--- config.mk ---
export PLATFORM = sky130hd
export DESIGN_NAME = umem_arbiter
export DESIGN_NICKNAME = d
export VERILOG_FILES = /design/src/rtl/umem_arbiter.sv
export SDC_FILE = /design/constraint.sdc
export NUM_CORES = 1
export LEC_CHECK = 0
export CORE_AREA = 10 10 135 137
export CTS_BUF_LIST = sky130_fd_sc_hd__clkbuf_4
export CTS_CLUSTER_DIAMETER = 60
export DETAILED_ROUTE_END_ITERATION = 8
export DIE_AREA = 0 0 145 147
export GPL_ROUTABILITY_DRIVEN = 1
export GPL_TIMING_DRIVEN = 0
export PLACE_DENSITY = 0.82
export SYNTH_ARGS = -nofsm -noshare
export SYNTH_HDL_FRONTEND = slang
export SYNTH_SLANG_ARGS = --single-unit
--- constraint.sdc ---
create_clock -name clk -period 7.5 [get_ports clk]
set_input_delay 2.25 -clock clk [delete_from_list [all_inputs] [get_ports clk]]
set_output_delay 2.25 -clock clk [all_outputs]
set_load 0.005 [all_outputs]
--- src/rtl/umem_arbiter.sv ---
// Unified-memory arbiter: IF vs DM, one registered access every two cycles, aging for IF.
// Optional misalignment suppression with `define UMEM_ARB_MISALIGN_CHECK_EN.
module umem_arbiter #(
  parameter int          MAX_WAIT  = 3,
  parameter logic [2:0]  IF_FUNCT3 = 3'b010
) (
  input  logic        clk,
  input  logic        rst,
  input  logic        if_req,
  input  logic [31:0] if_addr,
  output logic        if_gnt,
  output logic        if_rvalid,
  output logic [31:0] if_rdata,
  input  logic        dm_req,
  input  logic        dm_we,
  input  logic [2:0]  dm_funct3,
  input  logic [31:0] dm_addr,
  input  logic [31:0] dm_wdata,
  output logic        dm_gnt,
  output logic        dm_rvalid,
  output logic [31:0] dm_rdata,
  output logic        dm_err,
  output logic        mem_read,
  output logic        mem_write,
  output logic [2:0]  mem_funct3,
  output logic [31:0] mem_addr,
  output logic [31:0] mem_wdata,
  input  logic [31:0] mem_rdata
);

  typedef enum logic {IDLE, ACCESS} state_t;

  state_t      state_q;
  logic [3:0]  wait_cnt_q, wait_cnt_d;
  logic        owner_dm_q, we_q, mis_q, mis_d;
  logic        mem_read_q, mem_write_q;
  logic [2:0]  mem_funct3_q;
  logic [31:0] mem_addr_q, mem_wdata_q;
  logic        if_rvalid_q, dm_rvalid_q;
  logic [31:0] if_rdata_q, dm_rdata_q;
  logic        if_gnt_w, dm_gnt_w;
  logic        if_aged;

  assign if_aged  = (MAX_WAIT != 0) && (wait_cnt_q >= 4'(MAX_WAIT));
  assign if_gnt_w = (state_q == IDLE) && if_req && (!dm_req || if_aged);
  assign dm_gnt_w = (state_q == IDLE) && dm_req && !if_gnt_w;

  always_comb begin
    wait_cnt_d = 4'd0;
    if (if_req && !if_gnt_w)
      wait_cnt_d = (wait_cnt_q == 4'hf) ? 4'hf : wait_cnt_q + 4'd1;
  end

`ifdef UMEM_ARB_MISALIGN_CHECK_EN
  always_comb begin
    mis_d = 1'b0;
    if (if_gnt_w)
      mis_d = (if_addr[1:0] != 2'b00);
    else if (dm_gnt_w)
      mis_d = ((dm_funct3[1:0] == 2'b01) && dm_addr[0]) ||
              ((dm_funct3[1:0] == 2'b10) && (dm_addr[1:0] != 2'b00));
  end
`else
  assign mis_d = 1'b0;
`endif

  always_ff @(posedge clk or posedge rst) begin
    if (rst) begin
      state_q      <= IDLE;
      wait_cnt_q   <= 4'd0;
      owner_dm_q   <= 1'b0;
      we_q         <= 1'b0;
      mis_q        <= 1'b0;
      mem_read_q   <= 1'b0;
      mem_write_q  <= 1'b0;
      mem_funct3_q <= 3'd0;
      mem_addr_q   <= 32'd0;
      mem_wdata_q  <= 32'd0;
      if_rvalid_q  <= 1'b0;
      dm_rvalid_q  <= 1'b0;
      if_rdata_q   <= 32'd0;
      dm_rdata_q   <= 32'd0;
    end else begin
      wait_cnt_q  <= wait_cnt_d;
      if_rvalid_q <= 1'b0;
      dm_rvalid_q <= 1'b0;
      case (state_q)
        IDLE: begin
          if (if_gnt_w || dm_gnt_w) begin
            owner_dm_q   <= dm_gnt_w;
            we_q         <= dm_gnt_w && dm_we;
            mis_q        <= mis_d;
            mem_addr_q   <= dm_gnt_w ? dm_addr : if_addr;
            mem_funct3_q <= dm_gnt_w ? dm_funct3 : IF_FUNCT3;
            mem_wdata_q  <= dm_gnt_w ? dm_wdata : 32'd0;
            mem_read_q   <= !(dm_gnt_w && dm_we) && !mis_d;
            mem_write_q  <= dm_gnt_w && dm_we && !mis_d;
            state_q      <= ACCESS;
          end
        end
        ACCESS: begin
          // Memory read data is combinational; capture it on the closing edge.
          if (owner_dm_q) begin
            dm_rvalid_q <= 1'b1;
            dm_rdata_q  <= (we_q || mis_q) ? 32'd0 : mem_rdata;
          end else begin
            if_rvalid_q <= 1'b1;
            if_rdata_q  <= mis_q ? 32'd0 : mem_rdata;
          end
          mem_read_q  <= 1'b0;
          mem_write_q <= 1'b0;
          state_q     <= IDLE;
        end
        default: state_q <= IDLE;
      endcase
    end
  end

`ifdef UMEM_ARB_MISALIGN_CHECK_EN
  logic dm_err_q;
  always_ff @(posedge clk or posedge rst) begin
    if (rst)
      dm_err_q <= 1'b0;
    else if (state_q == ACCESS && owner_dm_q)
      dm_err_q <= mis_q;
  end
  assign dm_err = dm_err_q;
`else
  assign dm_err = 1'b0;
`endif

  assign if_gnt     = if_gnt_w;
  assign dm_gnt     = dm_gnt_w;
  assign if_rvalid  = if_rvalid_q;
  assign if_rdata   = if_rdata_q;
  assign dm_rvalid  = dm_rvalid_q;
  assign dm_rdata   = dm_rdata_q;
  // Strobes are masked by rst so an aborted access stops driving memory at once.
  assign mem_read   = mem_read_q  && !rst;
  assign mem_write  = mem_write_q && !rst;
  assign mem_funct3 = mem_funct3_q;
  assign mem_addr   = mem_addr_q;
  assign mem_wdata  = mem_wdata_q;

endmodule
== Yosys cells after proc, flatten, opt, wreduce, memory -nomap -nowiden ==
Cells that the tools add are included.
Storage, ports and cells
  bits in registers: 142
  input bits: 136
  output and inout port bits: 138
Cells by class
  $add $sub $neg: 1
  $lt $le $gt $ge: 1
  equality and inequality tests: 2
  mux-type cells: 16
  bitwise gates (word level): 2
  reductions and logical operators: 17
Operators by type and width (number)
  $mux 32: 3
  $logic_and 1x1->1: 8
  $mux 4: 2
  $mux 1: 7
  $pmux 1 s2: 3
  $reduce_and 2->1: 3
  $add 4x1->4 const B: 1
  $eq 4x4->1 const B: 1
  $ge 4x2->1 const B: 1
  $logic_not 1->1: 4
  $mux 3: 1
  $logic_or 1x1->1: 2
  $ne 2x1->1 const B: 1
  $not 1->1: 2

== Logic depth before layout (Yosys ltp) ==
  word-level depth: 9
  mapped depth: 7

== Worst setup path after synthesis ==
No wires, ideal clock.
  path type: in2out
  start: input port dm_req
  end: output port dm_gnt
  arrival: 3.168 ns
  required time: 5.250 ns
  path slack: 2.082 ns
  stages: 6
  path buffers: 2
  cells stage by stage: nor4b_1 -> or3_1 -> buf_6 -> inv_2 -> buf_2 -> nor2_1
Between the ends
  cells in the longest elaborated chain, start to end: 5
Ends and longest elaborated chain
  start: declaration: RTL line 14  | input logic dm_req,
  $logic_not 1->1: RTL line 45  | assign if_gnt_w = (state_q == IDLE) && if_req && (!dm_req || if_aged);
  $logic_or 1x1->1: RTL line 45
  $logic_and 1x1->1: RTL line 45
  named net if_gnt: RTL line 11  | output logic if_gnt,
  $logic_not 1->1: RTL line 46  | assign dm_gnt_w = (state_q == IDLE) && dm_req && !if_gnt_w;
  $logic_and 1x1->1: RTL line 46
  end: declaration: RTL line 19  | output logic dm_gnt,
The timed path passes the listed nets, and every way through them passes these cells.

== Final worst setup path ==
  start: input port dm_req
  end: output port if_gnt
Between the ends
  cells in the longest elaborated chain, start to end: 3
Ends and longest elaborated chain (RTL line)
  $logic_not 1->1: 45
  $logic_or 1x1->1: 45
  $logic_and 1x1->1: 45
  end: declaration: 11
Every way passes these cells.

==> results by group <==
Die
  • Die span in x: 145 um
  • Ports: 274
  • Row count: 46
  • Die Area: 21,300 sq um
  • Starting Density: 39.0%
  • Die height: roughly 150 um
  • CORE AREA: 15,600 sq um

Setup path
  • Startpoint types: input pin
  • CP top delay family: buffers and inverters
  • WS Path Type: input pin to output pin
  • CP max FO: 10
  • Most frequent CP cell: clkdlybuf4s50_1
  • CP Launch Point: dm_req
  • Slowest cell delay on critical path: ~0.55 ns
  • Reg2reg start: wait_cnt_q[0]$_DFF_PP0_
  • Critical path buffers and inverters: 5
  • Setup crit end kind: output pin
  • Worst-path cell chain: clkdlybuf4s50_1, nor4b_1, or3_1, buf_6, inv_2, buf_2, clkdlybuf4s50_1
  • Critical path's slowest cell: clkdlybuf4s50_1
  • CP required: between 5 and 6 ns
  • Worst Path Arrival: 4.38 ns

Finish
  • Commonest non-fill, non-tap cells in the layout: clkdlybuf4s50_1, dfrtp_1, nand2_1
  • Number of antenna diodes: 0
  • Share of cells above drive strength 1: roughly a fifth
  • Most common cell after layout, fill and taps aside: clkdlybuf4s50_1
  • Final #Nets: around 940
  • Final std cells w/o fill: 1,031
  • Final Cell Area: roughly 9400 sq um
  • Final Util: 60.5%
  • Syn-to-layout area delta: 55.2%

Clock tree
  • Num CTS Buffers: 17
  • Htree depth: 4
  • Cts hold-fix bufs: 0
  • Setup Buffers After CTS: 0
  • Clk Latency, worst-skew pair: ~0.54 ns
  • CTS Buffer Depth: 2
  • CTS clk-pin slew, worst paths: 0.12 ns
  • Clk sinks: ~140
  • CTS root buffer: clkbuf_4
  • CTS tree: done
  • Post-CTS resize count: 0

Route
  • Total number of vias: 4,830
  • Routed wire length: 18.5 mm
  • Detail Route Antenna Nets: 0
  • DRC Markers: 0
  • Vias per cell: 4.68
  • DR iter-0 viols: 171
  • DRT Pass-1 Iters: 4
  • Routed WL per cell: 18.0 um

Synthesis
  • Syn Std Cell Area: 6080 sq um
  • YS warnings: 0
  • Syn_area_per_cell: 11.9 sq um
  • Synth Net Count: 647
  • Yosys reg bits: 142
  • Distinct cells, synth: 27
  • Sequential element share of the synthesized area: ~60%
  • Post-Synthesis Cells: 510

Timing
  • Clock Skew: around 0.021 ns
  • Worst slew pin tran: 0.556 ns
  • Worst setup margin: around 0.87 ns
  • Fin crit period: ~6.6 ns
  • Final hold vios: 0
  • Unrepaired setup endpoints after global routing: false
  • Max Slew Vio Count: 0
  • Post-route clock period utilization: 88.4%
  • # setup viols final: 0
  • Slew HR: 62.9%
  • Peak Freq: 0.151 GHz

GRT
  • Met1 Resource Use GR: approximately 20%
  • Overflow after GRT: 0
  • Largest net degree at the start of global routing: 85
  • Met2 Usage GRT: 29.1%
  • GRT Overall Usage: 17.2%
  • Routing usage on met3: 6.76%
  • Global-route wire length before repair: about 29 mm
  • Initial antenna violation count: 0
  • Busiest grt layer: met2
  • Vias in the first global route: 5,187

Power
  • Leakage power: 4.09 nW
  • Power per cell area: roughly 280 nW/um^2
  • Max VDD drop: 0.000131 V

Hold path
  • Hold_sp: dm_rdata[24]$_DFFE_PP0P_
  • Hold/Removal Path Class: flop to flop

Placed design
  • Placed Instance Area: 9100 sq um
  • Port bufs: approximately 270
  • Worst slack, placed: 0.872 ns
  • Gpl congestion: 0.785
  • Dpl hpwl: between 10 and 15 mm
  • Placed Cells: approximately 1,000

Flow run
  • Max-cap check violation count: 0

Run status
  • Status: complete, no violations
## routing by layer
metal / vias up / part of all wire (%)
li1: 2295 / -
met1: 2340 / 41
met2: 176 / 50
met3: 19 / 7.8
met4: 0 / 1.5
met5: - / 0
## worst reg2reg max path, cell delays in order (launching register included)
cell and delay [ns]:
dfrtp_1 0.42, ha_1 0.28, nor4b_1 0.24, or3_1 0.16, buf_6 0.17, buf_6 0.20
mux2_4 0.31
## where the power goes
part	switching, mW	total (mW)	internal (mW)
Clock	0.288	0.561	0.274
Combinational	0.337	0.987	0.649
Sequential	0.118	1.11	0.987
## logic make-up (layout without fill, tap and decap cells)
family	after synthesis	in the layout	synth area share (%)
and+or+nand+nor	154	154	11.3
other	1	1	0.0617
DFF	142	142	58.4
buffers and inverters	41	346	3.93
AOI/OAI and AO/OA	73	73	6.30
adders and majority gates	1	1	0.206
muxes	98	98	19.8
## path summary, 6_finish.rpt
check	to	slack (ns)	cells past startpoint
worst min register to register	dm_rdata[24]$_DFFE_PP0P_	0.49	2
worst min-delay path	dm_rdata[24]$_DFFE_PP0P_	0.49	2
max in group asynchronous	if_rdata[7]$_DFFE_PP0P_	4.47	3
min in group asynchronous	wait_cnt_q[1]$_DFF_PP0_	2.22	2
worst max register to register	mem_addr[31]$_DFFE_PP0P_	5.64	6
worst max-delay path	if_gnt	0.87	7
## layout make-up
cell class | count | area [sq um]
inverters | 6 | 27.5
clock inverters | 13 | 188
fillers | 1295 | 6160
repair buffers | 273 | 2750
multi-input cells | 327 | 2290
flip-flops and latches | 142 | 3550
well taps | 216 | 270
clock buffers | 19 | 143
plain buffers | 35 | 216
## synth_stat cells, drive strengths merged
| cell | count | share of area [%] |
|---|---|---|
| or3 | 1 | 0.10 |
| mux2 | 96 | 19 |
| conb | 1 | 0.062 |
| o211ai | 1 | 0.12 |
| nor4b | 1 | 0.14 |
| nor2 | 3 | 0.19 |
| clkbuf | 15 | 0.93 |
| nand3 | 3 | 0.25 |
| nand2b | 33 | 3.4 |
| a2111oi | 1 | 0.25 |
| nand2 | 106 | 6.5 |
| o21ai | 33 | 2.7 |
| buf | 20 | 2.6 |
| a31oi | 2 | 0.21 |
| nor3 | 3 | 0.25 |
| dfrtp | 142 | 58 |
| ha | 1 | 0.21 |
| nor2b | 4 | 0.41 |
| a21oi | 35 | 2.9 |
| inv | 6 | 0.37 |
| mux2i | 2 | 0.33 |
| a211oi | 1 | 0.12 |
## through the flow
stage	total power [mW]	hold slack [ns]	TNS, ns
floorplan	1.48	0.455	0
global placement	2.10	0.460	-116.26
detailed placement	2.13	0.470	0
CTS	2.70	0.499	0
global route	2.82	0.516	0
finish	2.65	0.493	0
## sequential cells by signal, indices dropped and copies added, names as in the netlist, 3 cells and up
name,cells
mem_wdata,32
mem_funct3,3
if_rdata,32
wait_cnt_q,4
dm_rdata,32
mem_addr,32
(Power assumes the default switching activity.)
